### src/rtl/wb_port_arbiter.sv
`default_nettype none
// ============================================================================
// Module      : wb_port_arbiter
// Description : Shares the single register-file write port between the
//               in-order writeback stage and the out-of-order MDU.  MDU
//               results are buffered in a small FIFO.  A fixed-priority
//               arbiter favours the pipeline, and an anti-starvation counter
//               forces the FIFO head through after STARVE_MAX lost cycles.
//               The register-file write port is registered.
//
// Ports       :
//   clk        - clock, all state on the rising edge
//   reset_n    - asynchronous active-low reset
//   pipe_valid - writeback stage has a register write this cycle
//   pipe_rd    - writeback destination register
//   pipe_data  - writeback value
//   pipe_ready - writeback accepted this cycle (pipeline stalls when low)
//   mdu_valid  - MDU result available
//   mdu_rd     - MDU destination register
//   mdu_data   - MDU result
//   mdu_ready  - FIFO can accept an MDU result
//   rf_we      - register-file write enable (registered)
//   rf_waddr   - register-file write address (registered)
//   rf_wdata   - register-file write data (registered)
//   fifo_count - current FIFO occupancy, for hazard logic
//
// Revision    : 1.0 - initial release
// ============================================================================
module wb_port_arbiter #(
    parameter int XLEN       = 64,
    parameter int REG_W      = 5,
    parameter int FIFO_DEPTH = 2,
    parameter int STARVE_MAX = 4
) (
    input  logic                          clk,
    input  logic                          reset_n,

    input  logic                          pipe_valid,
    input  logic [REG_W-1:0]              pipe_rd,
    input  logic [XLEN-1:0]               pipe_data,
    output logic                          pipe_ready,

    input  logic                          mdu_valid,
    input  logic [REG_W-1:0]              mdu_rd,
    input  logic [XLEN-1:0]               mdu_data,
    output logic                          mdu_ready,

    output logic                          rf_we,
    output logic [REG_W-1:0]              rf_waddr,
    output logic [XLEN-1:0]               rf_wdata,

    output logic [$clog2(FIFO_DEPTH):0]   fifo_count
);

    localparam int c_ptr_w = $clog2(FIFO_DEPTH);
    localparam int c_cnt_w = c_ptr_w + 1;
    localparam int c_stv_w = $clog2(STARVE_MAX + 1);

    localparam logic [c_cnt_w-1:0] c_depth      = c_cnt_w'(FIFO_DEPTH);
    localparam logic [c_cnt_w-1:0] c_cnt_one    = c_cnt_w'(1);
    localparam logic [c_ptr_w-1:0] c_ptr_one    = c_ptr_w'(1);
    localparam logic [c_stv_w-1:0] c_starve_max = c_stv_w'(STARVE_MAX);
    localparam logic [c_stv_w-1:0] c_stv_one    = c_stv_w'(1);

    // ------------------------------------------------------------------------
    // State
    // ------------------------------------------------------------------------
    logic [REG_W-1:0]   r_rd_mem   [FIFO_DEPTH];
    logic [XLEN-1:0]    r_data_mem [FIFO_DEPTH];
    logic [c_ptr_w-1:0] r_head;
    logic [c_ptr_w-1:0] r_tail;
    logic [c_cnt_w-1:0] r_count;
    logic [c_stv_w-1:0] r_starve;

    // ------------------------------------------------------------------------
    // Combinational arbitration
    // ------------------------------------------------------------------------
    logic               w_empty;
    logic               w_full;
    logic               w_force;
    logic               w_fifo_grant;
    logic               w_pipe_grant;
    logic               w_grant;
    logic               w_enq;
    logic               w_deq;
    logic [REG_W-1:0]   w_sel_rd;
    logic [XLEN-1:0]    w_sel_data;

    assign w_empty = (r_count == '0);
    assign w_full  = (r_count == c_depth);

    // Forcing depends only on registered state, so pipe_ready never has a
    // combinational path from pipe_valid.
    assign w_force      = !w_empty && (r_starve == c_starve_max);
    assign w_fifo_grant = !w_empty && (!pipe_valid || w_force);
    assign w_pipe_grant = pipe_valid && !w_force;
    assign w_grant      = w_fifo_grant || w_pipe_grant;

    assign pipe_ready = !w_force;
    // No same-cycle dequeue bypass: a full FIFO refuses even if it pops now.
    assign mdu_ready  = !w_full;

    assign w_enq = mdu_valid && !w_full;
    assign w_deq = w_fifo_grant;

    // Grants are mutually exclusive, so the FIFO grant alone steers the mux.
    assign w_sel_rd   = w_fifo_grant ? r_rd_mem[r_head]   : pipe_rd;
    assign w_sel_data = w_fifo_grant ? r_data_mem[r_head] : pipe_data;

    assign fifo_count = r_count;

    // ------------------------------------------------------------------------
    // FIFO storage: no reset needed, validity is tracked by the pointers
    // ------------------------------------------------------------------------
    always_ff @(posedge clk) begin
        if (w_enq) begin
            r_rd_mem[r_tail]   <= mdu_rd;
            r_data_mem[r_tail] <= mdu_data;
        end
    end

    // ------------------------------------------------------------------------
    // FIFO pointers and occupancy (depth is a power of two, so the pointer
    // increment wraps naturally)
    // ------------------------------------------------------------------------
    always_ff @(posedge clk or negedge reset_n) begin
        if (!reset_n) begin
            r_head  <= '0;
            r_tail  <= '0;
            r_count <= '0;
        end else begin
            if (w_enq) begin
                r_tail <= r_tail + c_ptr_one;
            end
            if (w_deq) begin
                r_head <= r_head + c_ptr_one;
            end
            if (w_enq && !w_deq) begin
                r_count <= r_count + c_cnt_one;
            end else if (!w_enq && w_deq) begin
                r_count <= r_count - c_cnt_one;
            end
        end
    end

    // ------------------------------------------------------------------------
    // Starvation counter: counts cycles the waiting FIFO head loses to the
    // pipeline, saturating at STARVE_MAX; any FIFO win or empty FIFO clears it.
    // ------------------------------------------------------------------------
    always_ff @(posedge clk or negedge reset_n) begin
        if (!reset_n) begin
            r_starve <= '0;
        end else if (w_empty || w_fifo_grant) begin
            r_starve <= '0;
        end else if (w_pipe_grant && (r_starve != c_starve_max)) begin
            r_starve <= r_starve + c_stv_one;
        end
    end

    // ------------------------------------------------------------------------
    // Registered register-file write port.  Writes to x0 complete their
    // handshake but never raise rf_we.  Address and data hold when idle.
    // ------------------------------------------------------------------------
    always_ff @(posedge clk or negedge reset_n) begin
        if (!reset_n) begin
            rf_we    <= 1'b0;
            rf_waddr <= '0;
            rf_wdata <= '0;
        end else begin
            rf_we <= w_grant && (w_sel_rd != '0);
            if (w_grant) begin
                rf_waddr <= w_sel_rd;
                rf_wdata <= w_sel_data;
            end
        end
    end

endmodule
`default_nettype wire

### config.mk
export PLATFORM = sky130hd
export DESIGN_NAME = wb_port_arbiter
export DESIGN_NICKNAME = d
export VERILOG_FILES = /design/src/rtl/wb_port_arbiter.sv
export SDC_FILE = /design/constraint.sdc
export NUM_CORES = 1
export LEC_CHECK = 0
export ABC_AREA = 1
export BUFFER_PORTS_ARGS = -buffer_cell sky130_fd_sc_hd__buf_2
export CORE_MARGIN = 4
export CORE_UTILIZATION = 48
export CTS_CLUSTER_SIZE = 28
export DETAILED_ROUTE_END_ITERATION = 7
export PLACE_DENSITY = 0.83
export SLEW_MARGIN = 10
export SYNTH_ARGS = -nofsm -noshare
export SYNTH_HDL_FRONTEND = slang
export SYNTH_SLANG_ARGS = --single-unit
### constraint.sdc
create_clock -name clk -period 3.8 [get_ports clk]
set_input_delay 0.19 -clock clk [delete_from_list [all_inputs] [get_ports clk]]
set_output_delay 0.19 -clock clk [all_outputs]
set_load 0.02 [all_outputs]
==> results.ini <==
[outcome]
outcome=finished, final reports clean

[power_and_ir_drop]
cell_internal_pwr_uw=5620
clkPwrFrac=0.256
total_power_uw=8810
pwr-share-seq=0.433
p_comb_frac=0.311
power_density_nw_per_um2=741
switching_share=0.362
peakVddDrop_mv=0.523
leakagePower_uw=0.00515
p_sw_uw=3190

[global_route]
grt_max_degree=107
grt_pass1_wl_um=35600
grt_antenna_before_repair=2
grt-ovfl-total=0
grt_usage=0.224
grt_pass1_vias=7036

[logic_synthesis]
synth_cell_type_count=23
syn-mean-instance-area_um2=11.9
synth_top_area_frac=0.486
synthesis.area_um2=8530
synth_seq_area_share=0.712
yosys-top-cells-area=edfxtp_1 49%, dfrtp_1 23%, nand2_1 6.6%, o211ai_1 5.6%, a31oi_1 4.7%
yosysTopAreaCell=edfxtp_1
ys_ff_latch=215
synth_fp_nets=864
syn_inst=719
yosys_warnings=0

[routing]
drtIter0Drc=420
via_count=6759
routedWlPerCell_um=17.6
firstDrtPassIters=5
drcViolationCount=0
drtAntennaViolNets=0
viasPerCell=5.20
routed_wirelength_um=22900

[place]
routabilityCongestion=0.801
pre_cts_slack_ns=1.45
placed_cell_area_um2=9750
hpwl_um=12100
portBuffers=215

[sta]
finalHoldViolCount=0
rsz0062_at_grt=false
finalSetupViolCount=0
fin_crit_sh=0.625
period_minus_slack_ns=2.38
slew_headroom=0.291
hold_ws_ns=0.0308
tightest_slew_ns=1.06
finalMaxSlewViolations=0
fin_ws_ns=1.42
max_freq_mhz=421
tns_ns=0
skew_ns=0.00854

[cells_and_area]
drive_gt1_frac=0.247
fin_nets=1202
n_fill_cell=1107
area_delta_synth_final_pct=39.3
fin_area_um2=11900
mostFrequentLayoutCells=214 x buf_2, 151 x nand2_1, 138 x edfxtp_1
final_common_cell=buf_2

[floorplan]
die_w_um=141
die_area_um2=20000
core_um2=17400
initial_core_util=0.491
rows=48
die_h_um=141
pin_count=216

[clock_network]
cts-root-buf=clkbuf_16
clock_path_buffers=3
htreeDepth=1
clk_latency_ns=0.49
cts.sinks=215
cts_tree=built
cts_buffers=23
cts-resized-gates=0
clk_pin_slew_ns=0.06

[critical_path]
cp_max_fo=37
slowest_stage=a21o_2
critical_path.top_delay_family=compound AO/OA/AOI/OAI gates
cp_common_cell=nand2_1
end_kind=register
critPathKind=reg2reg
max_stage_delay_ns=0.57
cp.arrival_ns=2.74
regToRegSetupSlack_ns=1.42
crit_required_ns=4.16
cp_cell_sequence=inv_1 > ha_1 > nand2_1 > a21o_2 > buf_4 > nand2_1 > nand2_1 > nand3_1 > nor2_1 > nor2_1
startpoint_type=register
worst-path-buf-inv=2

[hold_path]
hold_class=in2reg

[job]
maxCapViolations=0

==> registers in the layout, summed over array words and instances, names as in the netlist <==
signal      count
rf_we           1
r_head          1
r_starve        3
rf_wdata       64
fifo_count      2
r_tail          1
rf_waddr        5
r_rd_mem       10
r_data_mem    128
==> logic make-up (layout without fill, tap and decap cells) <==
group                    Yosys count  after routing  synth area share
AO/OA/AOI/OAI                    145            145             0.115
flip-flops                       215            215             0.712
AND/OR/NAND/NOR                  229            229             0.103
buffers and inverters            123            477            0.0619
adder cells (fa/ha/maj)            3              3           0.00440
XOR/XNOR                           4              4           0.00411
other                              0              3                 0
==> Yosys cell counts, drive strengths merged <==
library cell    n
o211ai         64
a21o            1
nand2         151
nor2           75
o21ai          14
clkbuf         12
nand3           3
xnor2           3
buf            32
edfxtp        138
a21oi           2
xor2            1
ha              3
inv            79
dfrtp          77
a31oi          64
==> metal layers <==
metal  share of wire  global-route usage
met5               0                   0
met4           0.056               0.121
met3           0.058              0.0351
met2            0.52               0.403
met1            0.36               0.256
==> final timing paths <==
check | to | startpoint | cells past startpoint
worst max-delay path | rf_we | r_starve[0] | 10
worst min-delay path | rf_waddr[4] | pipe_rd[4] | 3
worst max register to register | rf_we | r_starve[0] | 10
worst min register to register | r_starve[0] | r_starve[0] | 1
max in group asynchronous | r_head | reset_n | 2
min in group asynchronous | rf_wdata[0] | reset_n | 2
==> per-stage QoR <==
step                       util  cells
after floorplan               -    719
after global placement    0.561   1122
after detailed placement  0.561   1122
after CTS                 0.684   1298
after global routing      0.684   1300
final                     0.684   1301
==> power by group through the flow <==
stage	Sequential (uW)	Combinational, uW	Clock, uW
final	3810	2740	2250
after global routing	3890	2980	2390
after CTS	3780	2700	2290
after detailed placement	3820	2570	0
after global placement	3780	2500	0
after floorplan	4130	1370	0
==> worst reg2reg max path, delay by kind of cell, from the launching register on <==
family                   cells  cell delay, ns
adder cells (fa/ha/maj)      1            0.20
flip-flops                   1            0.37
buffers and inverters        2            0.55
AND/OR/NAND/NOR              6            0.57
AO/OA/AOI/OAI                1            0.57
==> layout make-up <==
cell class,instances,area (um^2),area share
flip-flops and latches,215,6070,0.511
repair buffers,357,2490,0.210
multi-input cells,381,1950,0.164
clock buffers,31,678,0.0571
inverters,79,299,0.0252
well taps,225,282,0.0237
clock inverters,10,95.1,0.00801
diodes,3,7.51,0.000632
==> what timing repair did <==
item | 4_1_cts | 5_1_grt
endpoints found under the hold margin | 280 | 0
hold buffers | 135 | 0
buffers inserted | 0 | 0
Note: power is estimated with default switching activity, not from simulation.
